### src/rtl/uart_pkg.sv
// Shared UART definitions: default baud divider, TX sequencer state
// encoding and frame geometry. Imported by uart_tx_arbiter and
// uart_tx_shifter.
package uart_pkg;

  localparam int unsigned UART_BAUD_DIV_DEFAULT = 10416;  // 9600 baud @ 100 MHz
  localparam int unsigned UART_DATA_BITS        = 8;
  localparam int unsigned UART_FRAME_BITS       = 10;     // start + 8 data + stop

  typedef enum logic [1:0] {
    ST_IDLE  = 2'd0,
    ST_START = 2'd1,
    ST_DATA  = 2'd2,
    ST_STOP  = 2'd3
  } uart_state_e;

endpackage

### src/rtl/uart_tx_shifter.sv
// UART TX datapath: baud counter, bit index counter, shift register and
// the registered TX pin. Sequenced by the arbiter's FSM state.
//   clk, rst  : clock, asynchronous active-high reset
//   load      : accept pulse; latches data and starts the start bit
//   data      : byte to transmit
//   state     : current FSM state from the arbiter
//   bit_tick  : last cycle of the current bit period
//   last_bit  : bit index is at the final data bit
//   done      : last cycle of the stop bit (frame complete)
//   tx        : UART TX pin, idle high
module uart_tx_shifter
  import uart_pkg::*;
#(
  parameter int unsigned BAUD_DIV = UART_BAUD_DIV_DEFAULT
) (
  input  logic                      clk,
  input  logic                      rst,
  input  logic                      load,
  input  logic [UART_DATA_BITS-1:0] data,
  input  uart_state_e               state,
  output logic                      bit_tick,
  output logic                      last_bit,
  output logic                      done,
  output logic                      tx
);

  localparam int unsigned CW = (BAUD_DIV > 1) ? $clog2(BAUD_DIV) : 1;
  localparam logic [CW-1:0] BAUD_MAX = CW'(BAUD_DIV - 1);

  logic [CW-1:0]               baud_cnt_q, baud_cnt_d;
  logic [2:0]                  bit_cnt_q, bit_cnt_d;
  logic [UART_DATA_BITS-1:0]   shift_q, shift_d;
  logic                        tx_q, tx_d;

  always_comb begin
    bit_tick   = (state != ST_IDLE) && (baud_cnt_q == BAUD_MAX);
    last_bit   = (bit_cnt_q == 3'(UART_DATA_BITS - 1));
    done       = bit_tick && (state == ST_STOP);
    baud_cnt_d = baud_cnt_q;
    bit_cnt_d  = bit_cnt_q;
    shift_d    = shift_q;
    tx_d       = tx_q;
    if (load) begin
      baud_cnt_d = '0;
      bit_cnt_d  = '0;
      shift_d    = data;
      tx_d       = 1'b0;
    end else if (state != ST_IDLE) begin
      baud_cnt_d = bit_tick ? '0 : baud_cnt_q + 1'b1;
      // TX is loaded with the next bit's level at the boundary so the pin
      // changes exactly on the bit edge from a flop.
      if (bit_tick) begin
        case (state)
          ST_START: tx_d = shift_q[0];
          ST_DATA: begin
            shift_d   = shift_q >> 1;
            bit_cnt_d = bit_cnt_q + 3'd1;
            tx_d      = last_bit ? 1'b1 : shift_q[1];
          end
          default: tx_d = 1'b1;
        endcase
      end
    end else begin
      tx_d = 1'b1;
    end
  end

  always_ff @(posedge clk or posedge rst) begin
    if (rst) begin
      baud_cnt_q <= '0;
      bit_cnt_q  <= '0;
      shift_q    <= '0;
      tx_q       <= 1'b1;
    end else begin
      baud_cnt_q <= baud_cnt_d;
      bit_cnt_q  <= bit_cnt_d;
      shift_q    <= shift_d;
      tx_q       <= tx_d;
    end
  end

  assign tx = tx_q;

endmodule

### src/rtl/uart_tx_arbiter.sv
// Two-requester round-robin arbiter in front of a single UART transmitter.
//   clk, rst               : clock, asynchronous active-high reset
//   req0_valid/data/ready  : requester 0 (CPU store path) handshake
//   req1_valid/data/ready  : requester 1 (RX echo/debug path) handshake
//   uart_tx_serial_output  : UART TX pin, idle high
//   busy                   : a frame is in progress
//   grant_id               : requester being served, or last served
module uart_tx_arbiter
  import uart_pkg::*;
#(
  parameter int unsigned BAUD_DIV = UART_BAUD_DIV_DEFAULT
) (
  input  logic       clk,
  input  logic       rst,
  input  logic       req0_valid,
  input  logic [7:0] req0_data,
  output logic       req0_ready,
  input  logic       req1_valid,
  input  logic [7:0] req1_data,
  output logic       req1_ready,
  output logic       uart_tx_serial_output,
  output logic       busy,
  output logic       grant_id
);

  uart_state_e state_q, state_d;
  logic        last_grant_q, last_grant_d;
  logic        grant_id_q, grant_id_d;
  logic        winner, accept;
  logic        bit_tick, last_bit, done;
  logic [7:0]  load_data;

  always_comb begin
    // On a tie the requester that did not win last time goes next.
    winner       = (req0_valid && req1_valid) ? ~last_grant_q : req1_valid;
    accept       = (state_q == ST_IDLE) && !rst && (req0_valid || req1_valid);
    req0_ready   = accept && !winner;
    req1_ready   = accept && winner;
    load_data    = winner ? req1_data : req0_data;
    state_d      = state_q;
    last_grant_d = last_grant_q;
    grant_id_d   = grant_id_q;
    case (state_q)
      ST_IDLE: if (accept) begin
        state_d      = ST_START;
        last_grant_d = winner;
        grant_id_d   = winner;
      end
      ST_START: if (bit_tick) state_d = ST_DATA;
      ST_DATA:  if (bit_tick && last_bit) state_d = ST_STOP;
      ST_STOP:  if (done) state_d = ST_IDLE;
      default:  state_d = ST_IDLE;
    endcase
  end

  always_ff @(posedge clk or posedge rst) begin
    if (rst) begin
      state_q      <= ST_IDLE;
      last_grant_q <= 1'b1;
      grant_id_q   <= 1'b0;
    end else begin
      state_q      <= state_d;
      last_grant_q <= last_grant_d;
      grant_id_q   <= grant_id_d;
    end
  end

  uart_tx_shifter #(.BAUD_DIV(BAUD_DIV)) u_shifter (
    .clk      (clk),
    .rst      (rst),
    .load     (accept),
    .data     (load_data),
    .state    (state_q),
    .bit_tick (bit_tick),
    .last_bit (last_bit),
    .done     (done),
    .tx       (uart_tx_serial_output)
  );

  assign busy     = (state_q != ST_IDLE);
  assign grant_id = grant_id_q;

endmodule
### config.mk
export PLATFORM = sky130hd
export DESIGN_NAME = uart_tx_arbiter
export DESIGN_NICKNAME = d
export VERILOG_FILES = /design/src/rtl/uart_pkg.sv /design/src/rtl/uart_tx_shifter.sv /design/src/rtl/uart_tx_arbiter.sv
export SDC_FILE = /design/constraint.sdc
export NUM_CORES = 1
export LEC_CHECK = 0
export BUFFER_PORTS_ARGS = -buffer_cell sky130_fd_sc_hd__buf_4
export CAP_MARGIN = 10
export CORE_ASPECT_RATIO = 0.8
export CORE_MARGIN = 2
export CORE_UTILIZATION = 42
export CTS_BUF_LIST = sky130_fd_sc_hd__clkbuf_4 sky130_fd_sc_hd__clkbuf_8
export CTS_CLUSTER_DIAMETER = 60
export DETAILED_ROUTE_END_ITERATION = 16
export HOLD_SLACK_MARGIN = 0.15
export PLACE_DENSITY = 0.7
export REMOVE_ABC_BUFFERS = 1
export SYNTH_ARGS = -nofsm -noshare
export SYNTH_HDL_FRONTEND = slang
export SYNTH_SLANG_ARGS = --single-unit
### constraint.sdc
create_clock -name clk -period 5.8 [get_ports clk]
set_input_delay 0.29 -clock clk [delete_from_list [all_inputs] [get_ports clk]]
set_output_delay 0.29 -clock clk [all_outputs]
set_load 0.1 [all_outputs]
## Word level (Yosys, flattened, before mapping)

Index checks and enable logic that the tools add are counted.

| operators by class | value |
|---|---|
| $add $sub $neg | 2 |
| muxes and demuxes | 23 |
| equality and inequality tests | 10 |
| reductions and logical operators | 19 |
| bitwise operators | 1 |

Operators by type and width:

| kind | number |
|---|---|
| $mux W14 | 3 |
| $mux W8 | 5 |
| $add A14 B1 Y14 const B | 1 |
| $eq A14 B14 Y1 const B | 1 |
| $mux W3 | 4 |
| $logic_and A1 B1 Y1 | 8 |
| $mux W2 | 4 |
| $ne A2 B2 Y1 const B | 4 |
| $pmux W2 S4 | 1 |
| $reduce_bool A2 Y1 | 4 |
| $mux W1 | 5 |
| $eq A2 B2 Y1 const B | 2 |
| $reduce_and A4 Y1 | 1 |
| $add A3 B1 Y3 const B | 1 |
| $eq A3 B3 Y1 const B | 1 |
| $ne A3 B1 Y1 const B | 1 |
| $reduce_and A3 Y1 | 1 |
| $eq A2 B1 Y1 const B | 1 |
| $logic_not A1 Y1 | 2 |
| $logic_not A2 Y1 | 1 |
| $pmux W1 S2 | 1 |
| $reduce_and A2 Y1 | 1 |
| $logic_or A1 B1 Y1 | 1 |
| $not A1 Y1 | 1 |

| storage, ports and cells | value |
|---|---|
| output and inout bits | 5 |
| logic and storage cells | 62 |
| bits in registers | 30 |
| input bits | 20 |

## Depth between registers and ports, before layout

| logic depth | value |
|---|---|
| depth in word-level cells | 6 |
| mapped depth | 10 |
| depth with buffers taken out | 7 |

## Modules after synthesis

From an unflattened synthesis, not the netlist that was laid out.

| second synthesis, totals | value |
|---|---|
| cell total of the unflattened synthesis | 187 |
| area, all modules | 1890.6 µm² |

By module, submodules not included:

| module | instances | sequential area each (µm²) | area each (µm²) | cells an instance |
|---|---|---|---|---|
| uart_tx_shifter | 1 | 651.9 | 1462.7 | 149 |
| uart_tx_arbiter | 1 | 101.3 | 427.9 | 38 |

## Worst setup path after synthesis

No wires, ideal clock.

| path | value |
|---|---|
| path kind | register to register |
| start point | register state_q[0] |
| end point | register u_shifter.shift_q[3] |
| period minus slack after synthesis | 2.479 ns |
| cell stages (with the launch flop) | 9 |
| setup slack | 3.321 ns |
| arrival time | 2.399 ns |
| required time | 5.720 ns |
| path buffers | 1 |
| cell sequence | dfrtp_1 inv_1 ha_1 buf_6 nor2b_1 nand2_1 a21oi_2 a222oi_1 a21oi_1 |

| on the way | value |
|---|---|
| longest elaborated chain between the ends | 5 |

RTL lines:

| element | RTL line | text |
|---|---|---|
| from (decl) | uart_tx_arbiter.sv:26 | `uart_state_e state_q, state_d;` |
| from (signal assigned) | uart_tx_arbiter.sv:62 | `state_q <= state_d;` |
| $logic_not A2 Y1 | uart_tx_arbiter.sv:36 | `accept = (state_q == ST_IDLE) && !rst && (req0_valid \|\| req1_valid);` |
| $logic_and A1 B1 Y1 (2 in a row) | uart_tx_arbiter.sv:36 |  |
| $reduce_bool A2 Y1 (no line) | - |  |
| $reduce_and A3 Y1 (no line) | - |  |
| to (signal assigned) | uart_tx_shifter.sv:77 | `shift_q <= shift_d;` |
| to (decl) | uart_tx_shifter.sv:32 | `logic [UART_DATA_BITS-1:0] shift_q, shift_d;` |

Parallel ways exist; a longest one is shown, timed or not.
A chain may end at the register's enable or synchronous reset.

## Final worst setup path

| path | value |
|---|---|
| start point | register state_q[0] |
| end point | output port req1_ready |

| on the way | value |
|---|---|
| longest elaborated chain between the ends | 4 |

RTL lines:

| element | RTL line | text |
|---|---|---|
| $logic_not A2 Y1 | uart_tx_arbiter.sv:36 |  |
| $logic_and A1 B1 Y1 (2 in a row) | uart_tx_arbiter.sv:36 |  |
| $logic_and A1 B1 Y1 | uart_tx_arbiter.sv:38 | `req1_ready = accept && winner;` |
| to (decl) | uart_tx_arbiter.sv:20 | `output logic req1_ready,` |

No other way between the ends.

==> qor.yml <==
synth:
  ys_ff_latch: 30
  synth_ff_type: "dfrtp_1"
  synth_seq_area_share: 0.4446
  yosys_warnings: 0
  netlist_area_um2: 1694
  synth_async_sr_flop_share: 1.000
  synth_cell_types: 43
  avgSynthCellArea_um2: 9.626
  syn_inst: 176
  synth_edf_count: 0
cts:
  cts_tree: "built"
  cts_buffer_depth: 2
  clk_latency_ns: 0.29
  htreeDepth: 2
  clkTransAtPathRegs_ns: 0.07
  cts_resized: 0
  cts.sinks: 30
  cts_inserted_buffers: 5
  root_buffer: "clkbuf_8"
floorplan:
  initial_core_util: 0.4425
  ios: 25
  fp.coreArea_um2: 3829
  die_w_um: 75.01
  core.rowCount: 20
  die_h_um: 60.81
  dieArea_um2: 4561
run:
  maxCapViolCount: 0
setup_path:
  cp.arrival_ns: 2.58
  max_stage_delay_ns: 0.65
  startpoint_type: "register"
  required_ns: 5.51
  cp-end-kind: "output pin"
  crit_fanout: 11
  cpMaxStageDelayCell: "a21oi_1"
  crit_chain: "inv_1, ha_1, nor2b_1, nand2_1, a21oi_1, buf_4"
  ff2ff_path_depth: 7
  critPathKind: "reg -> out"
global_route:
  grt_pass1_wl_um: 6237
  grt_start_max_net_pins: 31
  gr-total-overflow: 0
  antenna_found_initial: 0
  grt_pass1_vias: 1360
  grtUsageTotal: 0.1845
route:
  viasPerCell: 5.591
  ant_nets: 0
  wl_um: 3672
  dr.pass1.iters: 5
  vias: 1448
  drc_errors: 0
  drtIter0Drc: 155
  wl_per_cell_um: 14.18
placement:
  hpwl_um: 2536
  routabilityCongestion: 0.7560
  port_buffers: 24
  placed_cells: 250
timing:
  hold_violations: 0
  finalSetupTns_ns: 0
  worst_pin_slew_ns: 0.8360
  slew_headroom: 0.4427
  fmax_mhz: 348.0
  slew_violations: 0
  setup_viol: 0
  layout_min_cycle_time_ns: 2.874
  finClkSkew_ns: 0.01161
  rsz0062_at_grt: "no"
  period_share: 0.4955
finish:
  nFillCells: 346
  fin_cells: 259
  drive_gt1_frac: 0.2304
  area_delta_synth_final_pct: 19.35
  final_core_util: 0.5281
  final_net_count: 231
  antennaDiodeCount: 0
power_and_ir_drop:
  ir_drop_v: 0.0002631
  power_density_nw_per_um2: 483.3
  p_leak_nw: 0.9221
worst_hold_path:
  hold_path_class: "in -> reg"
  holdPathStages: 3
run_status:
  status: "completed"
## through the flow
step | power (mW) | cell area [um^2] | hold slack (ns) | setup WS [ns]
floorplan | 0.6627 | 1647 | 0.3793 | 2.259
global placement | 0.7574 | 1903 | 0.4264 | 3.346
detailed placement | 0.7659 | 1903 | 0.4339 | 3.270
CTS | 0.9796 | 2022 | 0.2309 | 2.923
global route | 1.042 | 2022 | 0.2345 | 2.693
finish | 0.9772 | 2022 | 0.2309 | 2.926
## flip-flops by register name (all words and copies together), names as in the netlist
name	flops
state_q	2
u_shifter.bit_cnt_q	3
last_grant_q	1
u_shifter.baud_cnt_q	14
u_shifter.shift_q	8
u_shifter.tx	1
grant_id	1
## power breakdown
part | switching [mW] | internal [mW]
registers | 0.0604 | 0.281
clock network | 0.0834 | 0.126
logic | 0.268 | 0.159
total | 0.411 | 0.566
## path summary, 6_finish.rpt
check / startpoint / endpoint / slack (ns)
setup reg to reg: state_q[0]$_DFFE_PP0P_ / u_shifter.shift_q[0]$_DFFE_PP0P_ / 3.40
min in group asynchronous: rst / u_shifter.shift_q[2]$_DFFE_PP0P_ / 0.67
hold / removal: req0_data[7] / u_shifter.shift_q[7]$_DFFE_PP0P_ / 0.23
hold reg to reg: u_shifter.baud_cnt_q[13]$_DFFE_PP0P_ / u_shifter.baud_cnt_q[13]$_DFFE_PP0P_ / 0.48
max in group asynchronous: rst / u_shifter.tx$_DFFE_PP1P_ / 4.81
setup / recovery: state_q[0]$_DFFE_PP0P_ / req1_ready / 2.93
## Yosys cell counts (all sizes together), types with 2 or more instances
cell type / n / area (um^2)
a41oi: 2 / 17.52
a21oi: 13 / 72.57
nand2: 20 / 75.07
buf: 5 / 43.79
and3: 3 / 23.77
nand3: 4 / 20.02
nand4: 4 / 25.02
o31ai: 2 / 15.01
a21o: 4 / 37.53
inv: 8 / 30.03
o21ai: 21 / 112.6
nor2b: 3 / 18.77
ha: 8 / 100.1
dfstp: 2 / 52.55
mux2: 2 / 26.27
xnor2: 3 / 26.28
nor2: 20 / 80.07
a31oi: 2 / 12.51
a222oi: 7 / 70.07
dfrtp: 28 / 700.7
## final cells by class
cell class                      count  area [um^2]  area share
Sequential cell                    30        753.2      0.3725
Timing Repair Buffer               26        197.7     0.09777
Clock inverter                      3        40.04     0.01980
Clock buffer                        5        68.82     0.03403
Inverter                            8        30.03     0.01485
Tap cell                           55        68.82     0.03403
Multi-Input combinational cell    132        863.3      0.4270
## cell usage in the layout, fill, tap and decap left out, types with 3 or more instances in the layout
cell type,synthesis,layout
dfrtp_1,28,28
buf_4,0,25
nand2_1,20,20
nor2_1,18,18
o21ai_0,15,15
a21oi_1,11,11
inv_1,8,8
ha_1,8,8
a222oi_1,7,7
clkbuf_8,0,5
o21ai_1,4,4
nand3_1,4,4
nand4_1,4,4
nor2b_1,3,3
a21o_1,3,3
xnor2_1,3,3
## critical path, delay by kind of cell (launching register included)
family	cells	cell delay (ns)
AOI/OAI and AO/OA	1	0.65
adders and majority gates	1	0.35
buffers and inverters	2	0.54
DFF	1	0.42
and+or+nand+nor	2	0.32
## cells by family after synthesis
group	Yosys count	synth area share
adder cells (fa/ha/maj)	8	0.05909
AND/OR/NAND/NOR	63	0.1935
buffers and inverters	14	0.04579
XOR/XNOR	4	0.02068
AO/OA/AOI/OAI	55	0.2208
flip-flops	30	0.4446
multiplexers	2	0.01551
## routing by layer
layer | global-route usage | vias up | share of wire
li1 | - | 704 | -
met1 | 0.2546 | 691 | 0.49
met2 | 0.2657 | 51 | 0.44
met3 | 0.07641 | 2 | 0.065
met4 | 0.05357 | 0 | 0.0025
met5 | 0 | - | 0
## repair_timing
action                     in CTS  in global routing
hold endpoints to repair       28                  0
setup endpoints to repair       0                  0
setup buffers                   0                  0
hold buffers                    1                  0
No activity file was read; power rests on OpenSTA's default activity.
